===== src/rtl/tron_pkg.sv =====
// Shared types and constants for the Tron match sequencer.
// State codes are fixed because the score block decodes Game_State directly.
package tron_pkg;

    typedef enum logic [2:0] {
        ST_TITLE     = 3'd0,
        ST_NEW_GAME  = 3'd1,
        ST_PLAY      = 3'd2,
        ST_ROUND_END = 3'd3,
        ST_GAME_OVER = 3'd4
    } game_state_t;

    localparam int PAUSE_FRAMES_DEF     = 120;
    localparam int OVER_HOLD_FRAMES_DEF = 60;
    localparam int CNT_W_DEF            = 8;

    localparam logic [1:0] WINNER_NONE = 2'b00;
    localparam logic [1:0] WINNER_BLUE = 2'b01;
    localparam logic [1:0] WINNER_RED  = 2'b10;

    // Blue takes priority when both players reach the winning score together.
    function automatic logic [1:0] winner_code(input logic blue_w, input logic red_w);
        return {red_w & ~blue_w, blue_w};
    endfunction

endpackage


===== src/rtl/sync_edge.sv =====
// Two-flop synchroniser followed by a registered rising-edge detector.
// The tick is a single-cycle pulse three clock edges after the source rises.
module sync_edge (
    input  logic clk,
    input  logic rst_n,
    input  logic async_in,
    output logic tick
);

    logic meta;
    logic sync;
    logic sync_d;

    always_ff @(posedge clk or negedge rst_n) begin
        if (!rst_n) begin
            meta   <= 1'b0;
            sync   <= 1'b0;
            sync_d <= 1'b0;
            tick   <= 1'b0;
        end else begin
            meta   <= async_in;
            sync   <= meta;
            sync_d <= sync;
            tick   <= sync & ~sync_d;
        end
    end

endmodule


===== src/rtl/game_state_ctrl.sv =====
// Tron match sequencer: title, rounds, inter-round pause and game-over hold.
// Drives the score block through Game_State/Reset_Score and latches the winner.
module game_state_ctrl
    import tron_pkg::*;
#(
    parameter int PAUSE_FRAMES     = PAUSE_FRAMES_DEF,
    parameter int OVER_HOLD_FRAMES = OVER_HOLD_FRAMES_DEF,
    parameter int CNT_W            = CNT_W_DEF
) (
    input  logic       Clk,
    input  logic       Reset_n,
    input  logic       frame_clk,
    input  logic       start_key,
    input  logic       collision_blue,
    input  logic       collision_red,
    input  logic       collision_blue_trail,
    input  logic       collision_red_trail,
    input  logic       Blue_W,
    input  logic       Red_W,
    output logic [2:0] Game_State,
    output logic       Reset_Score,
    output logic       reset_round,
    output logic       play_en,
    output logic [1:0] winner
);

    localparam logic [CNT_W-1:0] PAUSE_CNT = CNT_W'(PAUSE_FRAMES);
    localparam logic [CNT_W-1:0] HOLD_CNT  = CNT_W'(OVER_HOLD_FRAMES);

    logic             frame_tick;
    logic             start_tick;
    logic             any_collision;
    logic             frame_advance;
    game_state_t      state;
    game_state_t      next_state;
    logic [CNT_W-1:0] cnt;

    sync_edge u_frame_sync (
        .clk      (Clk),
        .rst_n    (Reset_n),
        .async_in (frame_clk),
        .tick     (frame_tick)
    );

    sync_edge u_start_sync (
        .clk      (Clk),
        .rst_n    (Reset_n),
        .async_in (start_key),
        .tick     (start_tick)
    );

    assign any_collision = collision_blue | collision_red |
                           collision_blue_trail | collision_red_trail;

    // The game-over counter stops at the hold limit; the pause counter never
    // passes its limit because reaching it forces a state exit.
    assign frame_advance = frame_tick &&
                           ((state == ST_ROUND_END) ||
                            (state == ST_GAME_OVER && cnt != HOLD_CNT));

    assign Game_State = state;

    always_comb begin
        next_state = state;
        case (state)
            ST_TITLE:     if (start_tick) next_state = ST_NEW_GAME;
            ST_NEW_GAME:  next_state = ST_PLAY;
            ST_PLAY:      if (any_collision) next_state = ST_ROUND_END;
            ST_ROUND_END: begin
                if (cnt == PAUSE_CNT)
                    next_state = (Blue_W | Red_W) ? ST_GAME_OVER : ST_PLAY;
            end
            ST_GAME_OVER: if (start_tick && cnt == HOLD_CNT) next_state = ST_NEW_GAME;
            default:      next_state = ST_TITLE;
        endcase
    end

    // Outputs are computed from next_state so they line up with the state register.
    always_ff @(posedge Clk or negedge Reset_n) begin
        if (!Reset_n) begin
            state       <= ST_TITLE;
            cnt         <= '0;
            Reset_Score <= 1'b1;
            reset_round <= 1'b0;
            play_en     <= 1'b0;
            winner      <= WINNER_NONE;
        end else begin
            state <= next_state;

            if (next_state != state)
                cnt <= '0;
            else if (frame_advance)
                cnt <= cnt + 1'b1;

            Reset_Score <= (next_state == ST_TITLE);
            play_en     <= (next_state == ST_PLAY);
            reset_round <= (next_state == ST_PLAY) && (state != ST_PLAY);

            if (next_state == ST_GAME_OVER) begin
                if (state != ST_GAME_OVER)
                    winner <= winner_code(Blue_W, Red_W);
            end else begin
                winner <= WINNER_NONE;
            end
        end
    end

endmodule


===== config.mk =====
export PLATFORM = sky130hd
export DESIGN_NAME = game_state_ctrl
export DESIGN_NICKNAME = d
export VERILOG_FILES = /design/src/rtl/tron_pkg.sv /design/src/rtl/sync_edge.sv /design/src/rtl/game_state_ctrl.sv
export SDC_FILE = /design/constraint.sdc
export NUM_CORES = 1
export LEC_CHECK = 0
export BUFFER_PORTS_ARGS = -buffer_cell sky130_fd_sc_hd__buf_2
export CAP_MARGIN = 5
export CORE_UTILIZATION = 30
export DETAILED_ROUTE_END_ITERATION = 10
export PLACE_DENSITY = 0.57
export SLEW_MARGIN = 20
export SYNTH_ARGS = -nofsm -noshare
export SYNTH_HDL_FRONTEND = slang
export SYNTH_HIERARCHICAL = 1
export SYNTH_SLANG_ARGS = --single-unit

===== constraint.sdc =====
create_clock -name Clk -period 2.4 [get_ports Clk]
set_clock_uncertainty 0.1 [all_clocks]
set_input_delay 0.12 -clock Clk [delete_from_list [all_inputs] [get_ports Clk]]
set_output_delay 0.12 -clock Clk [all_outputs]
set_load 0.03 [all_outputs]

Yosys cells after proc, flatten, opt, wreduce, memory -nomap -nowiden
Index checks and enable logic that the tools add are counted.

$add $sub $neg: 1. Mux-type cells: 10. Equal/unequal tests: 13. Bitwise operators: 10. Reduce and logical (&&, ||, !) cells: 8.

Operator list (count): 8-bit 2-to-1 mux (2); 3-bit 2-to-1 mux (5); 3-bit case mux with 5 select lines (1); 3-bit by 2-bit == test with 1-bit output (second input constant) (3); 8-bit by 1-bit adder with 8-bit output (second input constant) (1); 8-bit by 6-bit == test with 1-bit output (second input constant) (1); 8-bit by 7-bit == test with 1-bit output (second input constant) (1); 8-bit by 6-bit != test with 1-bit output (second input constant) (1); 3-bit == test (second input constant) (2); 3-bit logical NOT (2); 1-bit logical AND (4); 2-bit 2-to-1 mux (2); 1-bit bitwise OR (4); 1-bit bitwise AND (3); 3-bit by 1-bit == test with 1-bit output (second input constant) (1); 3-bit by 2-bit != test with 1-bit output (second input constant) (1); 3-bit != test (1); 3-bit != test (second input constant) (1); 1-bit inverter (3); 2-bit by 1-bit != test with 1-bit output (second input constant) (1); 2-bit nonzero test (1); 1-bit logical OR (1).

Word-level logic and storage cells: 56. Bits of input ports: 10. Register bits: 24.

Logic depth before layout (Yosys ltp)
Gate-level depths: netlist of run 1.

Word-level depth: 7. Mapped depth: 8. Mapped depth without buffers: 6.

Modules after synthesis
Netlist of run 1, hierarchy kept.

Modules (own cells, without submodules): game_state_ctrl (times used 1, area each 1126.1 um^2, cells an instance 112, seq. area each 401.6 um^2); sync_edge (times used 2, area each 113.9 um^2, cells an instance 5, seq. area each 100.1 um^2).

Worst setup path after synthesis of run 1
OpenSTA, ideal clock, no wires.

Path kind: flip-flop to flip-flop. From: register state[2] (netlist: Game_State[2]). To: register cnt[7]. Path slack: 0.350 ns. Data required time: 2.169 ns. Setup time: 0.131 ns. Arrival time: 1.819 ns. Cell stages (with the launch flop): 7. Path buffers: 2. Path through: dfrtp_1 -> buf_4 -> or3b_4 -> buf_6 -> a21o_4 -> a2111oi_4 -> nor3_1.

Longest elaborated chain between the ends: 5. Elaborated cells between the ends (all ways): 16. Those cells by class: 5 x eq/ne; 6 x mux; 5 x reduce/logical.

RTL lines: from (decl) (RTL line game_state_ctrl.sv:34) `game_state_t state;`; from (signal assigned) (RTL line game_state_ctrl.sv:88) `state <= next_state;`; branches (longest 5 deep; another with 8-bit 2-to-1 mux); to (signal assigned) (RTL line game_state_ctrl.sv:93) `cnt <= cnt + 1'b1;`; to (decl) (RTL line game_state_ctrl.sv:36) `logic [CNT_W-1:0] cnt;`.

Parallel ways; which one is timed is not known. A chain may end at the register's enable or synchronous reset.

Worst setup path after layout of run 1
From: register cnt[0]. To: register cnt[4].

Longest elaborated chain between the ends: 6. Elaborated cells between the ends (all ways): 15. Those cells by class: 1 x add/sub; 4 x eq/ne; 5 x mux; 5 x reduce/logical.

RTL lines: 8-bit by 6-bit == test with 1-bit output (RTL line game_state_ctrl.sv:73) `ST_GAME_OVER: if (start_tick && cnt == HOLD_CNT) next_state = ST_NEW_GAME;`; 1-bit logical AND (RTL line game_state_ctrl.sv:73); 3-bit 2-to-1 mux (RTL line game_state_ctrl.sv:73); 3-bit case mux with 5 select lines (RTL line game_state_ctrl.sv:65) `case (state)`; 3-bit != test (RTL line game_state_ctrl.sv:90) `if (next_state != state)`; 8-bit 2-to-1 mux / 2-bit nonzero test (equally long branches).

Parallel ways exist; a longest one is shown, timed or not. The select of a mux whose other input is x is not followed.

==> metrics.txt, run 1 <==
status complete, no violations; setup ws final about 0.33 ns; RSZ-0062 raised after global routing no; GRT Util Overall 0.1201; PortBufs 17; grt ovf 0; Fillers between 400 and 500; DR WL/cell between 10 and 15 um; post-layout power ~1.1 mW; Setup CP Type register to register; crit path from cnt[0]$_DFFE_PN0P_; vias per cell roughly 5.3; Final Slew Violations 0; Worst Hold Class primary input to register; Register Area 601.8 sq um; Most used DFF post-synth dfrtp_1; post_cts resized 0; area growth from synthesis to layout 13.12%; Max Cap Viol 0; largest cells by area after synthesis dfrtp_1 43%, buf_6 4.2%, nor3_1 3.3%; x dimension of the die 69.18 um; Post-Syn Nets between 100 and 150; GP Congestion 0.8052; core area between 4000 and 5000 sq um; Antenna diodes 0; hold path cells 3; endpoints failing setup 0; vias in the first global route about 1000; commonest non-fill, non-tap cell in the layout dfrtp_1; commonest cells after routing, fill and taps aside 23 x dfrtp_1, 17 x buf_2, 9 x nor3_1; initial DRC count 27; footprint of the multi-input gates ~650 sq um; Util after Layout 0.3517; Detailed Routing Iterations Pass 1 4; # nets final 153; Max IR drop VDD between 300 and 400 uV; fin crit share 0.8616; post-synthesis cell area 1354 sq um; Clock Pin Slew Worst Setup and Hold Paths 0.08 ns; initial antenna violation count 0; area post-placement about 1400 sq um; reg2reg path depth 6; family with the most delay on the worst path simple AND/OR/NAND/NOR gates; share of cells above drive strength 1 0.2786; cell taking the most area after synthesis dfrtp_1; DIE HEIGHT 69.18 um; HPWL after DPL a little under 2000 um; vias after detailed routing a little over 1000; Worst EP required about 2.5 ns; Crit. End Element register; CP max FO 7; pwr/cell area around 710 nW/um^2; first-pass GRT wire length around 4700 um; ANT nets after route 0; worst path cell trace inv_1, ha_1, and4b_1, a31oi_4, nor3_2, o21ba_1; setup_tns 0 ns; Post-synth ARST share 1.000; WL final approximately 2700 um; startpoint types register; Setup Buffers After CTS 0; row cnt 24; crit path time final just over 2 ns; CTS Hold Bufs 3; Leak roughly 0.67 nW; Max Clock Freq around 480 MHz; buffers and inverters on the worst path 1; critical path's largest stage delay 0.49 ns; die footprint 4785 sq um; pin count of the biggest net entering global routing 25; sequential element share of the synthesized area 0.4445; FF-to-FF Start cnt[0]$_DFFE_PN0P_; H-tree Lvls 1; Syn. warnings 6; synthesized area per cell 11.10 sq um; Post-Syn Instances 122; Yosys top cell area share 0.4251; Critical Path AT around 2.1 ns; Post-Layout Inst Area 1531 sq um; Remaining DRCs 0; final hold violations 0; CTS tree built; EDFF count, synth 0; insertion delay to the later sink of the worst-skew pair about 0.27 ns; io pins 18; CTS Sinks 24; Initial Util 0.3109; library cells used by synthesis 50; HP Start Red_W; worst-margin pin slew between 0.5 and 0.6 ns; Num CTS Buffers 3; register bit total from synthesis 24; CTS Buffer Depth 2; CP Depth 6; pre-CTS WS between 0.3 and 0.4 ns; clock root buffer clkbuf_8; Worst slew margin 0.6318; Slowest-stage cell, CP nor3_2
-- where the power goes --
group	internal, mW	switching (mW)
Sequential	0.455	0.0589
Combinational	0.122	0.173
Clock	0.147	0.130
Total	0.724	0.362
-- cells by family after synthesis --
group / synth area share
and+or+nand+nor: 0.2449
AOI/OAI and AO/OA: 0.2116
DFF: 0.4445
buffers and inverters: 0.07301
adders and majority gates: 0.01848
muxes: 0.007394
-- metrics by stage --
step	hold slack [ns]	cells
2_1_floorplan	-0.2756	122
5_1_grt	0.03069	192
4_1_cts	0.02576	192
6_report	0.02634	192
3_3_place_gp	0.02474	185
3_5_place_dp	0.03209	185
-- cells in the mapped netlist (2+ instances only) --
master / instances
o21ba_1: 2
or3_1: 2
buf_6: 5
nor3_1: 9
ha_1: 2
a211oi_1: 3
a2111oi_2: 2
and2_1: 2
nor3b_1: 2
nor2b_4: 2
nand3b_1: 3
nor2_1: 8
or4_1: 2
and3_1: 2
nand2_1: 6
a31oi_1: 5
a21oi_1: 3
nand4_1: 4
inv_1: 5
dfrtp_1: 23
-- flip-flops by register name, indices dropped and copies added (netlist names) --
signal / cells
u_start_sync/sync_d: 1
u_start_sync/sync: 1
u_frame_sync/tick: 1
u_frame_sync/sync: 1
cnt: 8
play_en: 1
reset_round: 1
winner: 2
u_frame_sync/sync_d: 1
Game_State: 3
u_start_sync/tick: 1
u_start_sync/meta: 1
u_frame_sync/meta: 1
Reset_Score: 1
-- worst paths after layout --
check                                         endpoint  slack [ns]
max                                 cnt[4]$_DFFE_PN0P_        0.33
min                              winner[1]$_DFFE_PN0P_        0.03
max reg2reg                         cnt[4]$_DFFE_PN0P_        0.33
min reg2reg                u_start_sync/sync$_DFF_PN0_        0.26
max in group asynchronous        Reset_Score$_DFF_PN1_        1.58
min in group asynchronous  u_start_sync/meta$_DFF_PN0_        0.25
-- layer usage --
layer,vias up,part of all wire,track usage
met5,-,0,0
met4,0,0.018,0.05442
met3,5,0.032,0.02326
met2,20,0.48,0.1942
met1,501,0.47,0.1550
li1,493,-,-
-- tightest hold or removal path, stage by stage --
cell      delay, ns
buf_2          0.10
nand3b_1       0.07
a21boi_1       0.06
-- final cells by class --
type                            instances  share of cell area
Multi-Input combinational cell         84              0.4265
Sequential cell                        24              0.3930
Timing Repair Buffer                   23             0.08987
Tap cell                               52             0.04248
Clock buffer                            4             0.03595
Inverter                                5             0.01225
Power figures use the tool's default switching activity.
==> run 2: changes to the inputs <==
--- a/config.mk
+++ b/config.mk
@@ -7,9 +7,9 @@
 export LEC_CHECK = 0
 export BUFFER_PORTS_ARGS = -buffer_cell sky130_fd_sc_hd__buf_2
 export CAP_MARGIN = 5
-export CORE_UTILIZATION = 30
+export CORE_UTILIZATION = 25
 export DETAILED_ROUTE_END_ITERATION = 10
-export PLACE_DENSITY = 0.57
+export PLACE_DENSITY = 0.51
 export SLEW_MARGIN = 20
 export SYNTH_ARGS = -nofsm -noshare
 export SYNTH_HDL_FRONTEND = slang
==> metrics.txt, run 2 (same netlist as run 1, synthesis figures left out) <==
footprint of the multi-input gates 653.1 sq um; endpoints failing setup 0; worst path cell trace inv_1, ha_1, and4b_1, a2111oi_2, o2111a_1, nor4_2; sw frac 0.3360; DIE HEIGHT around 76 um; RSZ-0062 raised after global routing no; Leak between 0.6 and 0.7 nW; initial antenna violation count 0; Detailed Routing Iterations Pass 1 4; DP Cell Count 203; Most flops, register cnt; CTS Sinks 24; row cnt 26; Num CTS Buffers 3; buffers and inverters on the worst path 1; Antenna diodes 0; first-pass GRT wire length 4567 um; Worst slew margin 0.6448; PortBufs 17; ANT nets after route 0; Slowest-stage cell, CP dfrtp_1; switching power ~0.35 mW; share of cells above drive strength 1 0.2714; commonest cells after routing, fill and taps aside 23 x dfrtp_1, 17 x buf_2, 9 x nor3_1; worst-margin pin slew between 0.5 and 0.6 ns; HPWL after DPL around 1900 um; insertion delay to the later sink of the worst-skew pair between 0.2 and 0.3 ns; pwr/cell area between 600 and 700 nW/um^2; area post-placement around 1500 sq um; final hold violations 0; CTS Buffer Depth 2; initial DRC count 36; vias per cell between 4 and 5; post-layout power 1.040 mW; Critical Path AT about 2.1 ns; grt ovf 0; max FFs per register 8; critical path's largest stage delay approximately 0.5 ns; Register Area approximately 600 sq um; io pins 18; family with the most delay on the worst path compound AO/OA/AOI/OAI gates; startpoint types register; clock root buffer clkbuf_8; Remaining DRCs 0; Max Cap Viol 0; core area roughly 5200 sq um; Post-Layout Inst Area 1544 sq um; Internal slightly below 0.7 mW; x dimension of the die around 76 um; status complete, no violations; Fillers between 500 and 600; vias after detailed routing between 900 and 1000; commonest non-fill, non-tap cell in the layout dfrtp_1; Max Clock Freq around 490 MHz; pin count of the biggest net entering global routing 25; Worst EP required between 2 and 2.5 ns; Max IR drop VDD ~190 uV; Crit. End Element register; # nets final 153; crit path time final roughly 2 ns; Final Slew Violations 0; CP max FO 9; vias in the first global route around 1000; non-filler cells, final 210; GP Congestion 0.8400; CTS tree built; area growth from synthesis to layout 14.05%; fin crit share 0.8553; GRT Util Overall 0.1067; combinational power share 0.258; DR WL/cell about 13 um; H-tree Lvls 1; Clock Pin Slew Worst Setup and Hold Paths ~0.080 ns; Setup CP Type register to register; Setup Buffers After CTS 0; Initial Util 0.2617; WL final approximately 2700 um; Clock power frac 0.235; die footprint roughly 5700 sq um; sequential power share 0.506; Worst Hold Class primary input to register; setup_tns 0 ns
run 2: cell counts in the layout (fill, tap and decap cells not counted):
No cell type changed its count.
run 2: stage by stage:
step | worst slack (ns) | util | hold WS, ns
finish | 0.3473 | 0.2985 | 0.05150
global route | 0.1748 | 0.2985 | 0.04907
CTS | 0.3491 | 0.2985 | 0.03901
detailed placement | 0.3697 | 0.2840 | 0.03829
global placement | 0.4092 | 0.2840 | 0.03263
floorplan | 0.3503 | - | -0.2756
run 2: area by class of cell:
cell class	count	area share
Clock buffer	4	0.02917
Inverter	5	0.01216
Multi-Input combinational cell	84	0.4230
Sequential cell	24	0.3898
Tap cell	70	0.05673
Timing Repair Buffer	23	0.08914
run 2: tightest hold or removal path, cell delays in order:
cell and delay [ns]:
buf_2 0.11, nand3b_1 0.09, a21boi_1 0.07
run 2: repair_timing:
action,CTS,global route
hold buffers,3,0
endpoints found under the setup margin,0,0
endpoints found under the hold margin,25,0
resized for setup,0,0
run 2: path summary, 6_finish.rpt:
check / startpoint / cells past startpoint / slack, ns / endpoint
max: cnt[1]$_DFFE_PN0P_ / 6 / 0.35 / cnt[5]$_DFFE_PN0P_
min: Red_W / 3 / 0.05 / winner[1]$_DFFE_PN0P_
max reg2reg: cnt[1]$_DFFE_PN0P_ / 6 / 0.35 / cnt[5]$_DFFE_PN0P_
min reg2reg: u_start_sync/meta$_DFF_PN0_ / 0 / 0.26 / u_start_sync/sync$_DFF_PN0_
max in group asynchronous: Reset_n / 2 / 1.58 / Reset_Score$_DFF_PN1_
min in group asynchronous: Reset_n / 2 / 0.26 / Game_State[1]$_DFF_PN0_
run 2: per-layer routing:
metal / vias to the layer above / wire length, um / global-route usage
met2: 22 / 1278 / 0.1915
met3: 2 / 119 / 0.02778
met5: - / 0 / 0
li1: 488 / - / -
met4: 0 / 40 / 0.03704
met1: 478 / 1253 / 0.1227
run 2: power groups by stage:
| stage | Combinational, mW | Clock [mW] | Sequential [mW] |
|---|---|---|---|
| after floorplan | 0.248 | 0 | 0.515 |
| after global placement | 0.262 | 0 | 0.533 |
| after detailed placement | 0.265 | 0 | 0.534 |
| after CTS | 0.269 | 0.254 | 0.526 |
| after global routing | 0.303 | 0.274 | 0.536 |
| final | 0.269 | 0.245 | 0.527 |
